### src/rtl/cpu_program_loader.sv
// Stream-driven program loader: decodes headers from a 32-bit valid/ready stream, fills
// instruction/data memory through the cpu external ports, then runs the core for a bounded time.
module cpu_program_loader #(
  parameter int unsigned RUN_CYCLES = 1000,
  parameter int unsigned CNT_W      = 32
) (
  input  logic             clk,
  input  logic             arst_n,
  input  logic             s_valid,
  input  logic [31:0]      s_data,
  output logic             s_ready,
  input  logic             halt_req,
  output logic             cpu_enable,
  output logic [63:0]      addr_ext,
  output logic             wen_ext,
  output logic             ren_ext,
  output logic [31:0]      wdata_ext,
  output logic [63:0]      addr_ext_2,
  output logic             wen_ext_2,
  output logic             ren_ext_2,
  output logic [63:0]      wdata_ext_2,
  output logic             busy,
  output logic             done,
  output logic             hdr_err,
  output logic [CNT_W-1:0] cycle_count
);

  typedef enum logic [2:0] {
    StIdle,
    StLoadI,
    StLoadDLo,
    StLoadDHi,
    StRun,
    StDone
  } state_e;

  localparam logic [1:0] OpImem = 2'b00;
  localparam logic [1:0] OpDmem = 2'b01;
  localparam logic [1:0] OpRun  = 2'b10;

  // Last cycle_count value of a budgeted run; unused when RUN_CYCLES is 0.
  localparam int unsigned     RunLastInt = (RUN_CYCLES == 0) ? 0 : RUN_CYCLES - 1;
  localparam logic [CNT_W-1:0] RunLast   = CNT_W'(RunLastInt);
  localparam logic [CNT_W-1:0] CntMax    = '1;

  state_e           state_q, state_d;
  logic [13:0]      ptr_q, ptr_d;
  logic [15:0]      remain_q, remain_d;
  logic [31:0]      lo_q, lo_d;
  logic             wen_imem_q, wen_imem_d;
  logic [13:0]      widx_imem_q, widx_imem_d;
  logic [31:0]      wdata_imem_q, wdata_imem_d;
  logic             wen_dmem_q, wen_dmem_d;
  logic [13:0]      widx_dmem_q, widx_dmem_d;
  logic [63:0]      wdata_dmem_q, wdata_dmem_d;
  logic [CNT_W-1:0] cnt_q, cnt_d;
  logic             hdr_err_q, hdr_err_d;
  logic             accept;
  logic             run_exit;

  assign s_ready = (state_q != StRun) && (state_q != StDone);
  assign accept  = s_valid & s_ready;

  assign run_exit = halt_req || ((RUN_CYCLES != 0) && (cnt_q == RunLast));

  always_comb begin
    state_d      = state_q;
    ptr_d        = ptr_q;
    remain_d     = remain_q;
    lo_d         = lo_q;
    wen_imem_d   = 1'b0;
    widx_imem_d  = widx_imem_q;
    wdata_imem_d = wdata_imem_q;
    wen_dmem_d   = 1'b0;
    widx_dmem_d  = widx_dmem_q;
    wdata_dmem_d = wdata_dmem_q;
    cnt_d        = cnt_q;
    hdr_err_d    = 1'b0;

    unique case (state_q)
      StIdle: begin
        if (accept) begin
          if ((s_data[31:30] == OpImem) || (s_data[31:30] == OpDmem)) begin
            // Zero-length loads are accepted and silently discarded.
            if (s_data[15:0] != 16'd0) begin
              ptr_d    = s_data[29:16];
              remain_d = s_data[15:0];
              state_d  = (s_data[31:30] == OpImem) ? StLoadI : StLoadDLo;
            end
          end else if (s_data[31:30] == OpRun) begin
            cnt_d   = '0;
            state_d = StRun;
          end else begin
            hdr_err_d = 1'b1;
          end
        end
      end

      StLoadI: begin
        if (accept) begin
          wen_imem_d   = 1'b1;
          widx_imem_d  = ptr_q;
          wdata_imem_d = s_data;
          ptr_d        = ptr_q + 14'd1;
          remain_d     = remain_q - 16'd1;
          if (remain_q == 16'd1) begin
            state_d = StIdle;
          end
        end
      end

      StLoadDLo: begin
        if (accept) begin
          lo_d    = s_data;
          state_d = StLoadDHi;
        end
      end

      StLoadDHi: begin
        if (accept) begin
          wen_dmem_d   = 1'b1;
          widx_dmem_d  = ptr_q;
          wdata_dmem_d = {s_data, lo_q};
          ptr_d        = ptr_q + 14'd1;
          remain_d     = remain_q - 16'd1;
          state_d      = (remain_q == 16'd1) ? StIdle : StLoadDLo;
        end
      end

      StRun: begin
        if (cnt_q != CntMax) begin
          cnt_d = cnt_q + 1'b1;
        end
        if (run_exit) begin
          state_d = StDone;
        end
      end

      StDone: begin
        state_d = StIdle;
      end

      default: begin
        state_d = StIdle;
      end
    endcase
  end

  always_ff @(posedge clk) begin
    if (!arst_n) begin
      state_q      <= StIdle;
      ptr_q        <= '0;
      remain_q     <= '0;
      lo_q         <= '0;
      wen_imem_q   <= 1'b0;
      widx_imem_q  <= '0;
      wdata_imem_q <= '0;
      wen_dmem_q   <= 1'b0;
      widx_dmem_q  <= '0;
      wdata_dmem_q <= '0;
      cnt_q        <= '0;
      hdr_err_q    <= 1'b0;
    end else begin
      state_q      <= state_d;
      ptr_q        <= ptr_d;
      remain_q     <= remain_d;
      lo_q         <= lo_d;
      wen_imem_q   <= wen_imem_d;
      widx_imem_q  <= widx_imem_d;
      wdata_imem_q <= wdata_imem_d;
      wen_dmem_q   <= wen_dmem_d;
      widx_dmem_q  <= widx_dmem_d;
      wdata_dmem_q <= wdata_dmem_d;
      cnt_q        <= cnt_d;
      hdr_err_q    <= hdr_err_d;
    end
  end

  assign cpu_enable  = (state_q == StRun);
  assign busy        = (state_q != StIdle);
  assign done        = (state_q == StDone);
  assign hdr_err     = hdr_err_q;
  assign cycle_count = cnt_q;

  // Word index to byte address: imem words are 4 bytes, dmem words are 8 bytes.
  assign addr_ext    = {48'd0, widx_imem_q, 2'b00};
  assign wen_ext     = wen_imem_q;
  assign ren_ext     = 1'b0;
  assign wdata_ext   = wdata_imem_q;
  assign addr_ext_2  = {47'd0, widx_dmem_q, 3'b000};
  assign wen_ext_2   = wen_dmem_q;
  assign ren_ext_2   = 1'b0;
  assign wdata_ext_2 = wdata_dmem_q;

endmodule

### config.mk
export PLATFORM = sky130hd
export DESIGN_NAME = cpu_program_loader
export DESIGN_NICKNAME = d
export VERILOG_FILES = /design/src/rtl/cpu_program_loader.sv
export SDC_FILE = /design/constraint.sdc
export NUM_CORES = 1
export LEC_CHECK = 0
export ABC_AREA = 1
export BUFFER_PORTS_ARGS = -buffer_cell sky130_fd_sc_hd__buf_4
export CAP_MARGIN = 10
export CORE_ASPECT_RATIO = 1.25
export CORE_UTILIZATION = 56
export CTS_CLUSTER_SIZE = 8
export DETAILED_ROUTE_END_ITERATION = 16
export HOLD_SLACK_MARGIN = 0.02
export PLACE_DENSITY_LB_ADDON = 0.3
export SLEW_MARGIN = 20
export SYNTH_ARGS = -nofsm -noshare
export SYNTH_HDL_FRONTEND = slang
export SYNTH_SLANG_ARGS = --single-unit
### constraint.sdc
create_clock -name clk -period 3.2 [get_ports clk]
set_input_delay 0.16 -clock clk [delete_from_list [all_inputs] [get_ports clk]]
set_output_delay 0.16 -clock clk [all_outputs]
set_load 0.005 [all_outputs]
==> flow_summary.rst, run 1 <==
.. list-table::
   :header-rows: 1

   * - Metric
     - Value
   * - Worst min-delay path class
     - primary input to flip-flop
   * - Average instance area after synthesis
     - 7.15 µm²
   * - Hold path start
     - s_data[8]
   * - Kind of critical path
     - flip-flop to flip-flop
   * - Required time at the endpoint of the critical path
     - 3640 ps
   * - Detailed Place HPWL
     - 20700 µm
   * - Critical path endpoint category
     - flip-flop
   * - Worst Slack Setup Final
     - 858 ps
   * - Die area
     - 18900 µm²
   * - Total length of routed wires
     - 30000 µm
   * - Clock Latency Late Sink
     - 550 ps
   * - Die outline width
     - 123 µm
   * - Number of core rows
     - 55
   * - Peak fanout along the critical path
     - 31
   * - Core area
     - 18000 µm²
   * - Average wire length per cell after detail routing
     - 16.1 µm
   * - # clock sinks
     - 224
   * - Final clock period utilization by the worst path
     - 73.2%
   * - Setup repair bufs after CTS
     - 0
   * - Post-Syn Area
     - 10300 µm²
   * - Maxcap violations
     - 0
   * - # DRC
     - 0
   * - Post-synthesis sequential area ratio
     - 43.6%
   * - Via total after detailed routing
     - 10.0k
   * - Post-route ant nets
     - 0
   * - Post-synthesis to final-layout area growth
     - 22.0%
   * - Cts repair resizes
     - 0
   * - Power density over the cells
     - 638 nW/µm²
   * - Top cell type's share of synthesized area
     - 43.6%
   * - H-tree depth
     - 1
   * - Critical Path Start
     - cycle_count[1]
   * - Total Nets Final
     - 1676
   * - Critical Path AT
     - 2780 ps
   * - Starting density of the core
     - 57.0%
   * - Fmax
     - 0.427 GHz
   * - Setup TNS Final
     - 0 ps
   * - Max-slew violations
     - 0
   * - Clk root buf
     - clkbuf_16
   * - Final Setup Violations
     - 0
   * - Cells after Synth
     - 1438
   * - Total congestion overflow
     - 0
   * - Worst Max-Slew Pin Slew
     - 777 ps
   * - Longest Clk Path Bufs
     - 3
   * - Number of inserted diodes
     - 0
   * - Number of search-and-repair iterations in the first detailed-routing pass
     - 7
   * - Final Power
     - 8.00 mW
   * - Global-route wire length before repair
     - 46700 µm
   * - Number of synthesized register bits
     - 224
   * - Post-route insts no fill
     - 1863
   * - Yosys warns
     - 0
   * - Global-route usage over all layers
     - 31.3%
   * - Hold violation total from the final report
     - 0
   * - Placed cell count
     - 1801
   * - TritonCTS clock tree
     - built
   * - Main area contributors after synthesis
     - dfxtp_1, o21ai_0, a21oi_1
   * - Ratio of routed vias to standard cells
     - 5.37
   * - Total clock buffers created by CTS
     - 31
   * - Top-Level Pins
     - 301
   * - Setup Skew
     - 12.6 ps
   * - Critical path launch point type
     - flip-flop
   * - Number of antenna violations at the first check in global routing
     - 0
   * - Worst-case vdd ir drop
     - 0.445 mV
   * - Count of port buffers added during placement
     - 198
   * - Slew headroom
     - 48.2%
   * - Yosys cell types
     - 34
   * - Pre-CTS worst setup slack
     - 901 ps
   * - Share of post-route cells with drive strength above 1
     - 16.5%
   * - Outcome
     - complete, no violations
   * - Number of DRC violations after detailed-routing iteration 0
     - 708
   * - Cell accounting for the most synthesized area
     - dfxtp_1
   * - Post-CTS clock slew at the launch and capture registers of the worst setup and hold paths
     - 50 ps
   * - RSZ-0062 raised after global routing
     - false
   * - Final weighted congestion of routability-driven global placement
     - 0.955
   * - Die outline height
     - 154 µm
   * - Min Tclk post-route
     - 2340 ps
   * - Maximum number of pins on one net before global-route repair
     - 93
   * - Origin of the critical flop-to-flop path
     - cycle_count[1]
   * - Via count of the first global-routing pass
     - 9278
   * - Leak pwr
     - 5.57 nW
==> kinds of logic after synthesis <==
| group | Yosys count | synth area share, % |
|---|---|---|
| AOI/OAI and AO/OA | 392 | 19.3 |
| xor gates and xnor gates | 8 | 0.681 |
| adders and majority gates | 4 | 0.487 |
| buffers and inverters | 290 | 14.9 |
| DFF | 224 | 43.6 |
| other | 1 | 0.0365 |
| and+or+nand+nor | 519 | 21.0 |
==> state kept, by name, indices dropped and copies added (netlist names) <==
| register | count |
|---|---|
| remain_q | 16 |
| wdata_ext | 32 |
| wdata_ext_2 | 64 |
| hdr_err | 1 |
| cycle_count | 32 |
| ptr_q | 14 |
| wen_ext | 1 |
| widx_dmem_q | 14 |
| wen_ext_2 | 1 |
| lo_q | 32 |
| widx_imem_q | 14 |
| state_q | 3 |
==> per-layer routing <==
layer  global-route usage (%)  up-vias  routed length, µm
met4                     15.8        0               1380
li1                         -     4873                  -
met5                        0        -                  0
met3                     6.68       75               2210
met1                     35.4     4670              11300
met2                     54.5      390              15100
==> path summary, 6_finish.rpt <==
check	cells past startpoint	slack (ps)	end
setup / recovery	14	860	cycle_count[24]
hold / removal	3	30	lo_q[8]
setup reg to reg	14	860	cycle_count[24]
hold reg to reg	2	480	wdata_ext_2[5]
==> cell type report <==
cell class              instances  area (µm²)
well taps                     228         285
inverters                     116         439
fillers                      1504        5480
clock inverters                 1        20.0
clock buffers                  31         776
flip-flops and latches        224        4480
multi-input cells            1025        4660
repair buffers                238        1890
==> through the flow <==
stage | area (µm²) | hold WS [ps] | util (%)
finish | 12500 | 33.8 | 69.6
global route | 12500 | 31.3 | 69.6
CTS | 12500 | 27.6 | 69.6
detailed placement | 11500 | 448 | 63.5
global placement | 11500 | 440 | 63.5
floorplan | 10700 | 295 | -
==> layout by cell type (no fill, tap or decap) <==
cell and n:
dfxtp_1 224, nor2_1 214, o21ai_0 214, buf_4 206, nand2_1 192, a21oi_1 166, inv_1 103, conb_1 102
nand3_1 51, clkbuf_16 31, dlygate4sd3_1 30, nor3_1 23, nand4_1 19, inv_2 9, xor2_1 5, nor2_2 4
nor2_4 4, nand2_2 4, a211oi_1 4, o22ai_1 4, ha_1 4, xnor2_1 3, or2_2 3, clkinv_1 2
o21ai_1 2, nand3b_1 2, buf_12 2, clkinv_2 1, nor3_2 1, nand2_4 1, inv_4 1, a21oi_2 1
nor4_1 1, o211ai_1 1, inv_16 1
==> synthesized netlist by cell type (all sizes together) <==
cell type and n:
a21oi 167, nor2 222, nor3 24, buf 128, nand3 51, nor4 1, nand4 19, nand2 197
ha 4, clkinv 2, or2 3, conb 1, xor2 5, o21ai 216, nand3b 2, clkbuf 46
o22ai 4, inv 114, a211oi 4, dfxtp 224, o211ai 1, xnor2 3
==> critical path: stages (launching register included) <==
cell and delay [ps]:
dfxtp_1 380, ha_1 280, nand2_2 120, nor2_4 150, nand2_2 100, nor2_2 130
nand2_2 120, nor2_4 130, nand2_2 80, nand2_4 290, inv_4 170, nand2_1 120
nand2_1 50, nand2_1 50, nor2_1 40
==> power by group <==
| group | total, mW | switching, mW | leakage [nW] | internal [mW] |
|---|---|---|---|---|
| Sequential | 3.32 | 0.217 | 1.81 | 3.11 |
| Combinational | 1.85 | 1.18 | 3.37 | 0.669 |
| Clock | 2.83 | 1.14 | 0.392 | 1.69 |
==> repair_timing <==
item,4_1_cts,5_1_grt
endpoints found under the setup margin,0,0
hold buffers,30,0
hold endpoints to repair,91,0
(Power assumes the default switching activity.)
==> run 2: changes to the inputs <==
--- a/config.mk
+++ b/config.mk
@@ -5,11 +5,11 @@
 export SDC_FILE = /design/constraint.sdc
 export NUM_CORES = 1
 export LEC_CHECK = 0
-export ABC_AREA = 1
+export ABC_AREA = 0
 export BUFFER_PORTS_ARGS = -buffer_cell sky130_fd_sc_hd__buf_4
 export CAP_MARGIN = 10
 export CORE_ASPECT_RATIO = 1.25
-export CORE_UTILIZATION = 56
+export CORE_UTILIZATION = 52
 export CTS_CLUSTER_SIZE = 8
 export DETAILED_ROUTE_END_ITERATION = 16
 export HOLD_SLACK_MARGIN = 0.02
==> constraint.sdc (replaced) <==
create_clock -name clk -period 2.4 [get_ports clk]
set_input_delay 0.12 -clock clk [delete_from_list [all_inputs] [get_ports clk]]
set_output_delay 0.12 -clock clk [all_outputs]
set_load 0.005 [all_outputs]
==> run 2 against run 1 <==
  * Cell count down 3.4%
  * Clock skew shrank 4.2 ps
  * Via count decreased by 2.5%
  * Sequential share of layout area down 0.39 points
  * Clock power increased by 31%
  * First-iteration DRC count is 8.9% higher
  * Critical path type unchanged
  * Register-to-register slack lost 710 ps
  * Flip-flop and latch count is the same
  * Die area rose by 6.4%
==> flow_summary.rst, run 2 <==
.. list-table::
   :header-rows: 1

   * - Metric
     - Value
   * - Outcome
     - complete, no violations
   * - Post-route ant nets
     - 0
   * - Required time at the endpoint of the critical path
     - 2860 ps
   * - Yosys cell types
     - 65
   * - Filler Cell Count
     - 1596
   * - Clk root buf
     - clkbuf_16
   * - Post-synthesis mux area share
     - 0.800%
   * - Post-synthesis xor/xnor area fraction
     - 0%
   * - Ratio of routed vias to standard cells
     - 5.43
   * - # clock sinks
     - 224
   * - Critical Path Start
     - cycle_count[0]
   * - Number of core rows
     - 56
   * - Min Tclk post-route
     - 2250 ps
   * - Cell area after layout
     - 12700 µm²
   * - Maxcap violations
     - 0
   * - Total Nets Final
     - 1579
   * - Worst Max-Slew Pin Slew
     - 957 ps
   * - Number of synthesized register bits
     - 224
   * - Origin of the critical flop-to-flop path
     - cycle_count[0]
   * - # DRC
     - 0
   * - Number of inserted diodes
     - 0
   * - Internal reg-to-reg setup slack
     - 150 ps
   * - CP dominant cell by count
     - nand3_1
   * - RSZ-0062 raised after global routing
     - true
   * - Fmax
     - 0.444 GHz
   * - Global-route usage over all layers
     - 27.0%
   * - Core area
     - 19000 µm²
   * - Post-synthesis adder-cell area fraction
     - 0.492%
   * - Post-synthesis to final-layout area growth
     - 24.7%
   * - Clock Latency Late Sink
     - 540 ps
   * - Detailed Place HPWL
     - 18500 µm
   * - Leak pwr
     - 4.94 nW
   * - Post-Place Cell Area
     - 11600 µm²
   * - Share of synthesized cell area in and, or, nand and nor gates
     - 25.1%
   * - Die outline width
     - 127 µm
   * - Cts repair resizes
     - 0
   * - Biggest cell delay along the critical path
     - 660 ps
   * - Number of antenna violations at the first check in global routing
     - 0
   * - Via total after detailed routing
     - 9760
   * - Total congestion overflow
     - 0
   * - Starting density of the core
     - 53.6%
   * - Count of port buffers added during placement
     - 198
   * - Post-CTS clock slew at the launch and capture registers of the worst setup and hold paths
     - 50 ps
   * - Depth of the most critical reg-to-reg path
     - 6
   * - TritonCTS clock tree
     - built
   * - Maximum number of pins on one net before global-route repair
     - 80
   * - Yosys warns
     - 0
   * - Number of enable flip-flop cells after synthesis
     - 0
   * - Via count of the first global-routing pass
     - 8750
   * - Worst-case vdd ir drop
     - 0.581 mV
   * - Proportion of register bits with asynchronous set or reset after synthesis
     - 0%
   * - Most frequently used cell type in the post-synthesis netlist
     - nand2_1
   * - Total clock buffers created by CTS
     - 31
   * - Peak fanout along the critical path
     - 7
   * - Critical path endpoint category
     - flip-flop
   * - Worst-path cell with the longest stage delay
     - nor4_1
   * - Global-route wire length before repair
     - 44400 µm
   * - Slew headroom
     - 36.2%
   * - Hold violation total from the final report
     - 0
   * - Flip-flop count of the largest register, all copies and words added
     - 64
   * - Number of DRC violations after detailed-routing iteration 0
     - 771
   * - Cell accounting for the most synthesized area
     - dfxtp_1
   * - Die area
     - 20100 µm²
   * - Share of post-route cells with drive strength above 1
     - 19.2%
   * - Reg-to-Reg End
     - cycle_count[14]
   * - Setup Skew
     - 8.47 ps
   * - Kind of critical path
     - flip-flop to flip-flop
   * - Max-slew violations
     - 0
   * - Top cells by count, synth
     - nand2_1, dfxtp_1, a21oi_1, buf_4, clkbuf_1
   * - Average instance area after synthesis
     - 7.63 µm²
   * - Power density over the cells
     - 781 nW/µm²
   * - Setup repair bufs after CTS
     - 0
   * - Number of search-and-repair iterations in the first detailed-routing pass
     - 5
   * - H-tree depth
     - 1
   * - Die outline height
     - 158 µm
   * - Cell-by-cell listing of the critical path
     - ha_1 > nand3_1 > nor4_1 > nand3_1 > or3_1 > a21oi_1
   * - Commonest non-fill, non-tap cells in the layout
     - nand2_1, buf_4, dfxtp_1
   * - Average wire length per cell after detail routing
     - 15.7 µm
   * - Combinational family with the most area after synthesis
     - simple AND/OR/NAND/NOR gates
   * - Top cell type's share of synthesized area
     - 44.1%
   * - Total length of routed wires
     - 28200 µm
   * - Post-synth top flop
     - dfxtp_1
   * - Critical path launch point type
     - flip-flop
   * - Pre-CTS worst setup slack
     - 169 ps
   * - Main area contributors after synthesis
     - dfxtp_1, nand2_1, a21oi_1
   * - Final weighted congestion of routability-driven global placement
     - 0.894
   * - Top-Level Pins
     - 301
   * - Most common cell after layout, fill and taps aside
     - nand2_1
   * - Core Util, Final
     - 66.8%
   * - Post-Syn Area
     - 10200 µm²
   * - Longest Clk Path Bufs
     - 3
   * - Final clock period utilization by the worst path
     - 93.8%
   * - Final Setup Violations
     - 0
   * - Critical Path End
     - cycle_count[14]
   * - Worst min-delay path class
     - primary input to flip-flop
   * - Post-synthesis sequential area ratio
     - 44.1%
   * - Cells after Synth
     - 1333
   * - Critical Path AT
     - 2710 ps
   * - Final Power
     - 9.90 mW
   * - Worst Slack Setup Final
     - 148 ps
   * - Synth Area in Compound Gates
     - 17.8%
run 2: cell types whose count changed in the layout (fill, tap and decap cells not counted), sizes merged, moves of 24 or more:
cell / delta
inv: -103
nand2: +168
nand3: -25
buf: +24
a21oi: +53
o21ai: -174
nor2: -174
run 2: layer usage:
layer	GRT usage, %	vias to the layer above	part of all wire (%)
li1	-	4728	-
met2	46.3	433	49
met1	34.0	4543	41
met3	4.33	56	7.6
met4	10.4	0	2.6
met5	0	-	0
run 2: report_power, final:
group          switching, mW  total (mW)  internal [mW]  leakage (nW)
combinational           1.26        2.05          0.787          2.75
sequential             0.205        4.14           3.94          1.81
clock                   1.47        3.71           2.24         0.387
total                   2.94        9.90           6.96          4.94
run 2: stage by stage:
| stage | instances | TNS, ps | hold slack (ps) |
|---|---|---|---|
| after floorplan | 1434 | 0 | 256 |
| after global placement | 1733 | 0 | 406 |
| after detailed placement | 1733 | 0 | 412 |
| after CTS | 1799 | 0 | 69.2 |
| after global routing | 1799 | -505 | 98.2 |
| final | 1799 | 0 | 91.4 |
run 2: cell families (layout without fill, tap and decap cells):
group | count (synthesis) | in the layout
and+or+nand+nor | 571 | 571
AOI/OAI and AO/OA | 321 | 321
DFF | 224 | 224
buffers and inverters | 204 | 308
muxes | 8 | 8
adders and majority gates | 4 | 4
other | 1 | 102
run 2: worst min path at each step:
stage / slack (ps) / cells after the start / startpoint / endpoint
final: 90 / 4 / halt_req / state_q[1]
after global routing: 100 / 4 / halt_req / state_q[1]
after CTS: 70 / 4 / halt_req / state_q[1]
after detailed placement: 410 / 3 / s_data[16] / lo_q[16]
after global placement: 410 / 3 / s_data[16] / wdata_ext_2[48]
after floorplan: 260 / 2 / s_data[0] / lo_q[0]
run 2: final cells by class:
cell class	count	area (µm²)	share of cell area, %
clock buffer	31	776	6.12
inverter	10	42.5	0.335
tap	261	327	2.57
multi-input combinational	1006	4930	38.8
sequential	224	4480	35.4
clock inverter	1	8.76	0.0690
timing repair buffer	266	2120	16.7
run 2: worst max-delay path: cells and delay by family, from the launching register on:
| family | cells | cell delay (ps) |
|---|---|---|
| AO/OA/AOI/OAI | 1 | 170 |
| adder cells (fa/ha/maj) | 1 | 220 |
| flip-flops | 1 | 410 |
| AND/OR/NAND/NOR | 4 | 1370 |
run 2: what timing repair did:
action                                 CTS  global route
endpoints found under the hold margin  125             0
hold buffers                            34             0
setup endpoints to repair                0            17
